File: src/rtl/chbuf_ctrl.sv
// chbuf_ctrl: bus-register front end that writes characters into a character
// buffer. It provides a pointer register and single/auto-increment writes.
// It also has an optional fill engine that streams a fill character into N
// consecutive locations.
// The fill engine is built only when the macro CHBUF_FILL_EN is defined.
// Without it the design keeps just the pointer and single-write paths.
// CB_AW must not exceed 16 so that the pointer fits the 16-bit read bus.
module chbuf_ctrl #(
    parameter int CB_AW = 14
) (
    input  logic             clk,
    input  logic             nrst,
    input  logic             do_write,
    input  logic [7:0]       w_adr,
    input  logic [15:0]      w_data,
    input  logic [7:0]       r_adr,
    output logic [15:0]      read_data,
    output logic             chbuf_w,
    output logic [CB_AW-1:0] chbuf_adr,
    output logic [7:0]       chbuf_data,
    output logic             busy
);

    localparam logic [7:0] ADR_PTR = 8'h00;
    localparam logic [7:0] ADR_WR  = 8'h02;
    localparam logic [7:0] ADR_WRI = 8'h03;

    // Bus write decode shared by both builds
    logic wr_ptr;
    logic wr_one;
    logic wr_inc;
    assign wr_ptr = do_write && (w_adr == ADR_PTR);
    assign wr_one = do_write && (w_adr == ADR_WR);
    assign wr_inc = do_write && (w_adr == ADR_WRI);

    // Not every data bit is consumed (e.g. bit 15, upper pointer bits)
    logic unused_wdata;
    assign unused_wdata = ^w_data;

    logic [CB_AW-1:0] ptr;
    logic [CB_AW-1:0] ptr_nxt;
    logic             wr_en_nxt;
    logic [CB_AW-1:0] wr_adr_nxt;
    logic [7:0]       wr_data_nxt;

    // Pointer and registered buffer-write port; everything clears on reset
    always_ff @(posedge clk or negedge nrst) begin
        if (!nrst) begin
            ptr        <= '0;
            chbuf_w    <= 1'b0;
            chbuf_adr  <= '0;
            chbuf_data <= '0;
        end else begin
            ptr        <= ptr_nxt;
            chbuf_w    <= wr_en_nxt;
            chbuf_adr  <= wr_adr_nxt;
            chbuf_data <= wr_data_nxt;
        end
    end

`ifdef CHBUF_FILL_EN
    localparam logic [7:0] ADR_FCH  = 8'h04;
    localparam logic [7:0] ADR_FILL = 8'h05;
    localparam logic [7:0] ADR_STAT = 8'h06;
    localparam logic [7:0] ADR_CTRL = 8'h07;

    typedef enum logic {
        S_IDLE = 1'b0,
        S_FILL = 1'b1
    } state_t;

    state_t      state;
    state_t      state_nxt;
    logic [7:0]  fch;
    logic [7:0]  fch_nxt;
    logic [14:0] rem;
    logic [14:0] rem_nxt;
    logic        ovr;
    logic        ovr_nxt;
    logic        busy_r;
    logic        busy_nxt;

    logic wr_fch;
    logic wr_fill;
    logic wr_ctrl;
    logic fill_req;
    logic abort_req;
    logic ovr_clr;
    logic last_fill;
    logic bus_hit;

    assign wr_fch    = do_write && (w_adr == ADR_FCH);
    assign wr_fill   = do_write && (w_adr == ADR_FILL);
    assign wr_ctrl   = do_write && (w_adr == ADR_CTRL);
    assign fill_req  = wr_fill && (w_data[14:0] != 15'd0);
    assign abort_req = wr_ctrl && w_data[0];
    assign ovr_clr   = wr_ctrl && w_data[1];
    // The write issued at this edge is the last one of the fill
    assign last_fill = (rem == 15'd1);
    // Any register write that the engine cannot honour while filling
    assign bus_hit   = wr_ptr || wr_one || wr_inc || wr_fch || wr_fill;

    // FSM state register
    always_ff @(posedge clk or negedge nrst) begin
        if (!nrst) begin
            state <= S_IDLE;
        end else begin
            state <= state_nxt;
        end
    end

    // FSM next state: a fill ends on its last write or on an abort
    always_comb begin
        state_nxt = state;
        case (state)
            S_IDLE:  if (fill_req) state_nxt = S_FILL;
            S_FILL:  if (last_fill || abort_req) state_nxt = S_IDLE;
            default: state_nxt = S_IDLE;
        endcase
    end

    // FSM outputs: register updates and the next buffer write
    always_comb begin
        ptr_nxt     = ptr;
        fch_nxt     = fch;
        rem_nxt     = rem;
        ovr_nxt     = ovr;
        busy_nxt    = 1'b0;
        wr_en_nxt   = 1'b0;
        wr_adr_nxt  = chbuf_adr;
        wr_data_nxt = chbuf_data;
        case (state)
            S_IDLE: begin
                if (wr_ptr) ptr_nxt = w_data[CB_AW-1:0];
                if (wr_one || wr_inc) begin
                    wr_en_nxt   = 1'b1;
                    wr_adr_nxt  = ptr;
                    wr_data_nxt = w_data[7:0];
                end
                if (wr_inc) ptr_nxt = ptr + 1'b1;
                if (wr_fch) fch_nxt = w_data[7:0];
                if (fill_req) rem_nxt = w_data[14:0];
            end
            S_FILL: begin
                // An abort landing on the final write lets that write
                // complete, so it is indistinguishable from normal completion
                if (abort_req && !last_fill) begin
                    rem_nxt = '0;
                end else begin
                    wr_en_nxt   = 1'b1;
                    busy_nxt    = 1'b1;
                    wr_adr_nxt  = ptr;
                    wr_data_nxt = fch;
                    ptr_nxt     = ptr + 1'b1;
                    rem_nxt     = rem - 1'b1;
                end
                if (bus_hit) ovr_nxt = 1'b1;
            end
            default: ;
        endcase
        // Clearing takes priority over a simultaneous overrun
        if (ovr_clr) ovr_nxt = 1'b0;
    end

    // Fill-engine registers; busy is aligned with the fill's chbuf_w pulses
    always_ff @(posedge clk or negedge nrst) begin
        if (!nrst) begin
            fch    <= '0;
            rem    <= '0;
            ovr    <= 1'b0;
            busy_r <= 1'b0;
        end else begin
            fch    <= fch_nxt;
            rem    <= rem_nxt;
            ovr    <= ovr_nxt;
            busy_r <= busy_nxt;
        end
    end

    assign busy = busy_r;

    // Register read decode; reads have no side effects
    always_comb begin
        read_data = '0;
        case (r_adr)
            ADR_PTR:  read_data = 16'(ptr);
            ADR_FCH:  read_data = {8'h00, fch};
            ADR_FILL: read_data = {1'b0, rem};
            ADR_STAT: read_data = {14'h0000, ovr, busy_r};
            default:  read_data = '0;
        endcase
    end
`else
    // Pointer load and single/auto-increment writes only
    always_comb begin
        ptr_nxt     = ptr;
        wr_en_nxt   = 1'b0;
        wr_adr_nxt  = chbuf_adr;
        wr_data_nxt = chbuf_data;
        if (wr_ptr) ptr_nxt = w_data[CB_AW-1:0];
        if (wr_one || wr_inc) begin
            wr_en_nxt   = 1'b1;
            wr_adr_nxt  = ptr;
            wr_data_nxt = w_data[7:0];
        end
        if (wr_inc) ptr_nxt = ptr + 1'b1;
    end

    assign busy = 1'b0;

    // Register read decode: only the pointer is readable
    always_comb begin
        read_data = '0;
        if (r_adr == ADR_PTR) read_data = 16'(ptr);
    end
`endif

endmodule

File: config.mk
export PLATFORM = sky130hd
export DESIGN_NAME = chbuf_ctrl
export DESIGN_NICKNAME = d
export VERILOG_FILES = /design/src/rtl/chbuf_ctrl.sv
export SDC_FILE = /design/constraint.sdc
export NUM_CORES = 1
export LEC_CHECK = 0
export BUFFER_PORTS_ARGS = -buffer_cell sky130_fd_sc_hd__buf_2
export CAP_MARGIN = 30
export CELL_PAD_IN_SITES_DETAIL_PLACEMENT = 1
export CELL_PAD_IN_SITES_GLOBAL_PLACEMENT = 2
export CORE_MARGIN = 1.5
export CORE_UTILIZATION = 30
export CTS_BUF_LIST = sky130_fd_sc_hd__clkbuf_8
export DETAILED_ROUTE_END_ITERATION = 8
export PLACE_DENSITY_LB_ADDON = 0.12
export SYNTH_ARGS = -nofsm -noshare
export SYNTH_HDL_FRONTEND = slang
export SYNTH_SLANG_ARGS = --single-unit
File: constraint.sdc
create_clock -name clk -period 4.4 [get_ports clk]
set_input_delay 0.66 -clock clk [delete_from_list [all_inputs] [get_ports clk]]
set_output_delay 0.66 -clock clk [all_outputs]
set_load 0.02 [all_outputs]
==> qor.yml, run 1 <==
outcome: "completed"
cp_slowest_stage_delay_ns: 0.68
seq_area_frac_synth_pct: 48.8
postCtsSetupBuffers: 0
drt-met1-wl_um: 2870
grtUsageTotal_pct: 17.8
clock.fmax_ghz: 0.331
wl_met2_um: 2420
cp.required_ns: 3.74
h-tree-depth: 2
io_buffers: 69
syn_inst: 216
finalWorstSetupSlack_ns: 1.38
yosysMostFrequentCell: "nand2_1"
vdd_drop_max_v: 0.000133
p_leak_nw: 1.30
drtPass1Iterations: 4
path_max_fanout: 14
slowest_stage: "nor2_1"
rsz0062_at_grt: "no"
cts_buffer_depth: 2
synth_top_area_share_pct: 48.8
cts.sinks: 37
slew_violations: 0
yosysTopAreaCell: "dfrtp_1"
dieArea_um2: 6810
antenna_found_initial: 0
coreArea_um2: 6030
drc: 0
max-slew-margin-rel_pct: 42.5
num_rows: 28
dp_hpwl_um: 4030
clock_skew_ns: 0.00247
met3_length_um: 286
crit_path_end_kind: "output port"
ys_ff_latch: 37
vias: 1782
gp_congestion: 0.735
hold_buffers: 0
synth_area_um2: 1900
top_layer: "met4"
grt_pass1_wl_um: 9040
synth-async-reset-ratio_pct: 100
die_y_um: 82.5
yosys_warnings: 0
path_cells: "buf_2 > or4_1 > nor2_1 > and2_1 > buf_2"
setup_viol: 0
n_antenna_cell: 0
postSynth.topFlopCell: "dfrtp_1"
path_class: "in2out"
ant_nets: 0
start_kind: "input port"
min_period_ns: 3.02
synthTopCellsByArea: "dfrtp_1 49%, nand2_1 15%, and2_1 4.6%, and4_1 2.8%, a211oi_1 2.0%"
numCtsBuffers: 5
grt_pass1_vias: 1736
hp-class: "in2async"
place_ws_ns: 1.35
drive_gt1_share_pct: 30.7
grt-ovfl-total: 0
drt-initial-drc-count: 108
initial_core_util_pct: 31.5
crit_top_cell: "buf_2"
dieWidth_um: 82.5
root_buffer: "clkbuf_8"
routedWlPerCell_um: 15.7
fin_nets: 318
wirelength_um: 5610
power.density_nw_per_um2: 312
finalSetupTns_ns: 0
via_per_inst: 4.98
ys_types: 39
ys_top_cells_by_count: "77 x nand2_1, 37 x dfrtp_1, 14 x and2_1"
post_cts_resized: 0
fin_crit_sh_pct: 68.7
clk_pin_slew_ns: 0.08
synth_area_per_cell_um2: 8.79
cts_tree: "done"
max-cap-violations: 0
worst_pin_slew_ns: 0.860
clk_latency_ns: 0.29
grt_max_degree: 38
io_pins: 75
syn_to_final_growth_pct: 27.0
cp_data_arrival_time_ns: 2.36
hold_viol: 0
synth_edf_count: 0
-- layer usage --
layer	GRT usage (%)	vias up
li1	-	875
met1	26.7	848
met2	26.1	55
met3	3.74	4
met4	4.00	0
met5	0	-
-- cells in the final DEF, fill, tap and decap left out, drive strengths merged, types with 3 or more instances in the layout --
master   n
a21oi    4
nand4    4
nor2     9
a211oi   5
and4     7
o22ai    3
or4      3
conb     3
buf     71
and2    15
nand3    8
o211ai   5
clkbuf   6
dfrtp   37
nand2   77
-- metrics by stage --
step | cells | utilization (%) | cell area [um2] | power (mW) | hold slack [ns]
global placement | 350 | 38.0 | 2290 | 0.447 | 0.456
CTS | 358 | 40.0 | 2410 | 0.765 | 0.479
global route | 358 | 40.0 | 2410 | 0.789 | 0.500
finish | 358 | 40.0 | 2410 | 0.751 | 0.467
floorplan | 218 | - | 1910 | 0.410 | 0.364
detailed placement | 350 | 38.0 | 2290 | 0.449 | 0.459
-- final timing paths --
kind,from,to,slack (ns),cells after the start
min in group clk,chbuf_adr[3]$_DFFE_PN0P_,chbuf_adr[3]$_DFFE_PN0P_,0.47,2
max in group asynchronous,nrst,chbuf_adr[10]$_DFFE_PN0P_,3.38,1
hold / removal,nrst,chbuf_adr[1]$_DFFE_PN0P_,0.47,1
setup / recovery,r_adr[5],read_data[5],1.38,5
hold reg to reg,chbuf_adr[3]$_DFFE_PN0P_,chbuf_adr[3]$_DFFE_PN0P_,0.47,2
setup reg to reg,ptr[1]$_DFFE_PN0P_,ptr[10]$_DFFE_PN0P_,2.62,5
-- cell families (layout without fill, tap and decap cells) --
family,Yosys count,in the layout,share of synthesized area [%]
AOI/OAI and AO/OA,26,26,10.3
adders and majority gates,1,1,0.659
buffers and inverters,15,80,3.89
DFF,37,37,48.8
muxes,1,1,0.527
other,1,3,0.198
and+or+nand+nor,135,135,35.7
-- cell type report --
type                    count  area [um2]
inverters                   1        3.75
well taps                  75        93.8
clock buffers               6        82.6
repair buffers             71         360
multi-input cells         166         906
fillers                   751        3620
flip-flops and latches     37         926
clock inverters             2        37.5
-- power by group --
part           switching [mW]  internal (mW)  total, mW
Sequential             0.0177          0.355      0.373
Combinational          0.0411         0.0271     0.0682
Clock                   0.126          0.184      0.311
Total                   0.185          0.566      0.751
-- flip-flops by register name, indices dropped and copies added (netlist names) --
register / count
ptr: 14
chbuf_adr: 14
chbuf_data: 8
chbuf_w: 1
-- critical path: cells and delay by family --
family	cells	cell delay, ns
buf+inv	2	0.26
simple gates	3	1.43
Power figures use the tool's default switching activity.
==> run 2, diff against run 1 <==
--- a/config.mk
+++ b/config.mk
@@ -10,7 +10,7 @@
 export CELL_PAD_IN_SITES_DETAIL_PLACEMENT = 1
 export CELL_PAD_IN_SITES_GLOBAL_PLACEMENT = 2
 export CORE_MARGIN = 1.5
-export CORE_UTILIZATION = 30
+export CORE_UTILIZATION = 25
 export CTS_BUF_LIST = sky130_fd_sc_hd__clkbuf_8
 export DETAILED_ROUTE_END_ITERATION = 8
 export PLACE_DENSITY_LB_ADDON = 0.12
==> constraint.sdc (replaced) <==
create_clock -name clk -period 2.56 [get_ports clk]
set_input_delay 0.384 -clock clk [delete_from_list [all_inputs] [get_ports clk]]
set_output_delay 0.384 -clock clk [all_outputs]
set_load 0.02 [all_outputs]
==> run 2 against run 1 <==
Sequential power is 72% higher. Critical path depth is 1 higher. Worst setup slack worse by 0.81 ns. Cell count is 7.8% higher. Worst hold slack worse by 0.28 ns. Global-route usage is 2.7 points lower.
==> qor.yml, run 2 (same netlist as run 1, synthesis figures left out) <==
outcome: "completed"  # unchanged
root_buffer: "clkbuf_8"  # unchanged
finalWorstSetupSlack_ns: 0.565  # was 1.38 ns
setup_viol: 0  # unchanged
p_leak_nw: 1.30  # about the same
slew_violations: 0  # unchanged
gp_congestion: 0.706  # was 0.735
finalSetupTns_ns: 0  # unchanged
path_max_fanout: 14  # unchanged
n_antenna_cell: 0  # unchanged
path_class: "in2out"  # unchanged
grt_pass1_wl_um: 9660  # was 9040 um
worst_pin_slew_ns: 0.864  # was 0.860 ns
cts.sinks: 37  # unchanged
grt-ovfl-total: 0  # unchanged
grt_max_degree: 38  # unchanged
hp-class: "in2async"  # unchanged
antenna_found_initial: 0  # unchanged
max-cap-violations: 0  # unchanged
clk_latency_ns: 0.30  # was 0.29 ns
grt_pass1_vias: 1823  # was 1,736
clock_skew_ns: 0.00660  # was 0.00247 ns
crit_path_end_kind: "output port"  # unchanged
clock.fmax_ghz: 0.501
clk_pin_slew_ns: 0.08  # about the same
dp_hpwl_um: 4240  # was 4030 um
numCtsBuffers: 5  # unchanged
drt-initial-drc-count: 58  # was 108
hold_viol: 0  # unchanged
via_per_inst: 4.70  # was 4.98
io_buffers: 69  # unchanged
drc: 0  # unchanged
multiInputGateArea_um2: 906  # unchanged
rsz0062_at_grt: "no"  # unchanged
ant_nets: 0  # unchanged
cp.required_ns: 2.18  # was 3.74 ns
coreArea_um2: 7290  # was 6030 um2
fillers: 917  # was 751
hold_buffers: 0  # unchanged
drive_gt1_share_pct: 31.7  # was 30.7%
power.density_nw_per_um2: 480  # was 312 nW/um2
post_cts_resized: 0  # unchanged
start_kind: "input port"  # unchanged
postCtsSetupBuffers: 0  # unchanged
holdWs_ns: 0.191  # was 0.467 ns
num_rows: 31  # was 28
fin_nets: 322  # was 318
initial_core_util_pct: 26.0  # was 31.5%
drtPass1Iterations: 4  # unchanged
h-tree-depth: 2  # unchanged
vias: 1815  # was 1,782
cp_data_arrival_time_ns: 1.61  # was 2.36 ns
io_pins: 75  # unchanged
final_cell_mix: "77 x nand2_1, 69 x buf_2, 37 x dfrtp_1"  # unchanged
fin_crit_sh_pct: 77.9
die_y_um: 90.1  # was 82.5 um
p_total_mw: 1.18  # was 0.751 mW
seqCellArea_um2: 926  # unchanged
mostFrequentLayoutCell: "nand2_1"  # unchanged
dieArea_um2: 8120  # was 6810 um2
routedWlPerCell_um: 15.3  # was 15.7 um
wirelength_um: 5910  # was 5610 um
max-slew-margin-rel_pct: 42.4  # was 42.5%
cts_tree: "done"  # unchanged
dieWidth_um: 90.1  # was 82.5 um
vdd_drop_max_v: 0.000230  # was 0.000133 V
syn_to_final_growth_pct: 29.0  # was 27.0%
min_period_ns: 2.00
largestRegisters: "chbuf_adr x14, ptr x14, chbuf_data x8"  # unchanged
cts_buffer_depth: 2  # unchanged
grtUsageTotal_pct: 15.2  # was 17.8%
place_ws_ns: 0.490  # was 1.35 ns
-- run 2: worst paths after layout --
check | from | end | slack, ns | cells past startpoint
worst max-delay path | r_adr[5] | read_data[13] | 0.56 | 6
worst min-delay path | nrst | chbuf_data[7]$_DFFE_PN0P_ | 0.19 | 1
worst max register to register | ptr[1]$_DFFE_PN0P_ | ptr[10]$_DFFE_PN0P_ | 0.80 | 5
worst min register to register | chbuf_data[7]$_DFFE_PN0P_ | chbuf_data[7]$_DFFE_PN0P_ | 0.47 | 2
max in group asynchronous | nrst | chbuf_adr[9]$_DFFE_PN0P_ | 1.82 | 1
min in group clk | w_data[7] | chbuf_data[7]$_DFFE_PN0P_ | 0.29 | 3
-- run 2: critical path: stages --
cell	delay (ns)
buf_2	0.09
or4_1	0.50
nor2_1	0.11
buf_4	0.20
and2_1	0.16
buf_2	0.16
-- run 2: layout make-up --
type                       count  area share, %
timing repair buffer          75           16.5
clock buffer                   5           2.81
clock inverter                 3          0.715
inverter                       1          0.153
multi-input combinational    166           37.0
sequential                    37           37.8
tap                           99           5.06
-- run 2: routing by layer --
metal / wire length (um) / GRT usage, % / part of all wire (%) / vias up
met5: 0 / 0 / 0 / -
li1: - / - / - / 879
met3: 307 / 3.13 / 5.2 / 7
met2: 2610 / 23.5 / 44 / 54
met1: 2890 / 20.6 / 49 / 875
met4: 102 / 5.95 / 1.7 / 0
-- run 2: through the flow --
step	util [%]	area, um2	cells
6_report	33.6	2450	386
5_1_grt	33.6	2450	386
4_1_cts	33.6	2450	386
3_5_place_dp	32.4	2360	378
3_3_place_gp	32.4	2360	378
2_1_floorplan	-	1910	218
-- run 2: report_power, final --
group,internal [mW],switching (mW)
Clock,0.188,0.229
Sequential,0.610,0.0302
Combinational,0.0480,0.0710
Total,0.846,0.331
==> run 3, diff against run 2 <==
--- a/config.mk
+++ b/config.mk
@@ -5,6 +5,7 @@
 export SDC_FILE = /design/constraint.sdc
 export NUM_CORES = 1
 export LEC_CHECK = 0
+export ABC_AREA = 1
 export BUFFER_PORTS_ARGS = -buffer_cell sky130_fd_sc_hd__buf_2
 export CAP_MARGIN = 30
 export CELL_PAD_IN_SITES_DETAIL_PLACEMENT = 1
==> constraint.sdc (replaced) <==
create_clock -name clk -period 1.8 [get_ports clk]
set_input_delay 0.27 -clock clk [delete_from_list [all_inputs] [get_ports clk]]
set_output_delay 0.27 -clock clk [all_outputs]
set_load 0.02 [all_outputs]
==> run 3 against run 2 <==
Via count up 11%. Sequential power rose by 44%. Worst setup slack worse by 0.30 ns. Worst hold slack got worse by 0.17 ns. Area after synthesis grew 8.4%. Die area increased by 8.1%. Routed wire length up 2.9%. Clock skew up 0.00099 ns. Register-to-register slack lost 0.52 ns. Cell area increased by 6.6%. Sequential share of layout area shrank 2.4 points. Largest cell class is now multi-input gates. Highest routed layer unchanged.
==> qor.yml, run 3 <==
io_buffers: 69  # unchanged
r2r_setup_slack_ns: 0.28  # was 0.80 ns
seq_area_frac_synth_pct: 45.0  # was 48.8%
synthTopCellsByArea: "dfrtp_1 45%, nand2_1 18%, nand3_1 7.1%, inv_1 4.7%, o21ai_1 4.6%"  # was dfrtp_1 49%, nand2_1 15%, and2_1 4.6%, and4_1 2.8%, a211oi_1 2.0%
ant_nets: 0  # unchanged
path_max_fanout: 14  # unchanged
root_buffer: "clkbuf_8"  # unchanged
ys_top_cells_by_count: "97 x nand2_1, 37 x dfrtp_1, 29 x nand3_1"  # was 77 x nand2_1, 37 x dfrtp_1, 14 x and2_1
power.share.clock_pct: 33.6  # was 35.5%
grt_pass1_wl_um: 10300  # was 9660 um
postCtsSetupBuffers: 0  # unchanged
rsz0062_at_grt: "no"  # unchanged
p_sw_mw: 0.526  # was 0.331 mW
grt_max_degree: 38  # unchanged
min_period_ns: 1.53
fin_crit_sh_pct: 85.2
power_frac_comb_pct: 14.0  # was 10.1%
finalSetupTns_ns: 0  # unchanged
cts.sinks: 37  # unchanged
drt-initial-drc-count: 77  # was 58
drc: 0  # unchanged
coreArea_um2: 7850  # was 7290 um2
numCtsBuffers: 5  # unchanged
drtPass1Iterations: 4  # unchanged
mostFrequentLayoutCell: "nand2_1"  # unchanged
hp-class: "in2async"  # unchanged
via_per_inst: 4.42  # was 4.70
start_kind: "input port"  # unchanged
h-tree-depth: 2  # unchanged
dieWidth_um: 93.7  # was 90.1 um
synth-async-reset-ratio_pct: 100  # unchanged
largestRegisters: "chbuf_adr x14, ptr x14, chbuf_data x8"  # unchanged
synth_area_um2: 2060  # was 1900 um2
gp_congestion: 0.774  # was 0.706
yosys_warnings: 0  # unchanged
cts_tree: "done"  # unchanged
outcome: "completed"  # unchanged
switching_share_pct: 29.9  # was 28.1%
num_rows: 32  # was 31
syn_inst: 277  # was 216
vdd_drop_max_v: 0.000228  # was 0.000230 V
cp.required_ns: 1.53  # was 2.18 ns
grt-ovfl-total: 0  # unchanged
ys_ff_latch: 37  # unchanged
slew_violations: 0  # unchanged
grtUsageTotal_pct: 15.4  # was 15.2%
initial_core_util_pct: 26.2  # was 26.0%
n_antenna_cell: 0  # unchanged
p_leak_nw: 1.43  # was 1.30 nW
yosysTopAreaCell: "dfrtp_1"  # unchanged
grt_pass1_vias: 2069  # was 1,823
fin_nets: 388  # was 322
routedWlPerCell_um: 13.4  # was 15.3 um
dieArea_um2: 8790  # was 8120 um2
dp_hpwl_um: 4680  # was 4240 um
hold_viol: 0  # unchanged
cp_data_arrival_time_ns: 1.26  # was 1.61 ns
p_int_mw: 1.23  # was 0.846 mW
clock_skew_ns: 0.00759  # was 0.00660 ns
final_cell_mix: "97 x nand2_1, 69 x buf_2, 37 x dfrtp_1"  # was 77 x nand2_1, 69 x buf_2, 37 x dfrtp_1
power.density_nw_per_um2: 674  # was 480 nW/um2
path_class: "in2out"  # unchanged
yosysMostFrequentCell: "nand2_1"  # unchanged
max-cap-violations: 0  # unchanged
drive_gt1_share_pct: 29.5  # was 31.7%
holdWs_ns: 0.0165  # was 0.191 ns
seq_power_share_pct: 52.4  # was 54.4%
clk_latency_ns: 0.30  # about the same
synth_top_area_share_pct: 45.0  # was 48.8%
setup_viol: 0  # unchanged
ys_types: 29  # was 39
wirelength_um: 6080  # was 5910 um
clk_pin_slew_ns: 0.08  # about the same
synth_area_per_cell_um2: 7.43  # was 8.79 um2
antenna_found_initial: 0  # unchanged
crit_path_end_kind: "output port"  # unchanged
vias: 2011  # was 1,815
die_y_um: 93.7  # was 90.1 um
cts_buffer_depth: 2  # unchanged
postSynth.topFlopCell: "dfrtp_1"  # unchanged
synth_edf_count: 0  # unchanged
clock.fmax_ghz: 0.652
io_pins: 75  # unchanged
syn_to_final_growth_pct: 26.9  # was 29.0%
-- run 3: changes by cell type in the layout (fill, tap and decap cells not counted), sizes merged, moves of 3 or more --
cell | previous run | this run
a211oi | 5 | 0
a21oi | 4 | 1
and2 | 15 | 0
and4 | 7 | 0
inv | 1 | 28
nand2 | 77 | 103
nand3 | 8 | 29
nor2 | 9 | 29
o211ai | 5 | 0
o21ai | 0 | 25
o22ai | 3 | 0
or4 | 3 | 0
-- run 3: critical path: stages --
cell and delay (ns):
buf_2 0.09, nor4_1 0.28, nand2_1 0.09, buf_4 0.21
nor2_1 0.14, buf_2 0.18
-- run 3: layer usage --
metal / vias to the layer above / GRT usage [%] / part of all wire (%)
met5: - / 0 / 0
met4: 0 / 5.85 / 1.9
met3: 9 / 3.07 / 4.5
met2: 47 / 23.3 / 42
met1: 938 / 21.5 / 51
li1: 1017 / - / -
-- run 3: worst paths after layout --
path                                           from                        end  cells after the start
max                                        r_adr[5]               read_data[5]                      6
min                                            nrst   chbuf_adr[1]$_DFFE_PN0P_                      2
max reg2reg                      ptr[1]$_DFFE_PN0P_         ptr[4]$_DFFE_PN0P_                      7
min reg2reg                chbuf_adr[4]$_DFFE_PN0P_   chbuf_adr[4]$_DFFE_PN0P_                      2
max in group asynchronous                      nrst         ptr[0]$_DFFE_PN0P_                      2
min in group clk                          w_data[6]  chbuf_data[6]$_DFFE_PN0P_                      3
-- run 3: cells by family (layout without fill, tap and decap cells) --
kind of cell	count (synthesis)	in the layout	share of synthesized area (%)
xor gates and xnor gates	2	2	0.851
adders and majority gates	1	1	0.608
and+or+nand+nor	170	170	36.3
AOI/OAI and AO/OA	26	26	7.05
other	1	3	0.182
buffers and inverters	40	114	10.0
DFF	37	37	45.0
-- run 3: power by group through the flow --
stage                     Sequential, mW  Combinational, mW  Clock [mW]
after floorplan                    0.954              0.116           0
after global placement             0.938              0.247           0
after detailed placement           0.940              0.250           0
after CTS                          0.924              0.251       0.614
after global routing               0.933              0.283       0.656
final                              0.923              0.246       0.591
-- run 3: cell type report --
type	count	area [um2]
fill	1052	5240
clock buffer	5	68.8
clock inverter	3	17.5
tap	102	128
inverter	29	115
multi-input combinational	202	938
sequential	37	926
timing repair buffer	77	418
-- run 3: what timing repair did --
action,CTS,global route
hold buffers,0,0
resized for setup,0,1
setup endpoints to repair,0,1
-- run 3: per-stage QoR --
stage | utilization [%] | area (um2) | worst slack, ns | instances | total power, mW
4_1_cts | 33.2 | 2610 | 0.203 | 455 | 1.79
3_3_place_gp | 32.1 | 2520 | 0.240 | 447 | 1.19
2_1_floorplan | - | 2070 | 0.364 | 279 | 1.07
6_report | 33.3 | 2610 | 0.267 | 455 | 1.76
5_1_grt | 33.3 | 2610 | 0.0785 | 455 | 1.87
3_5_place_dp | 32.1 | 2520 | 0.208 | 447 | 1.19
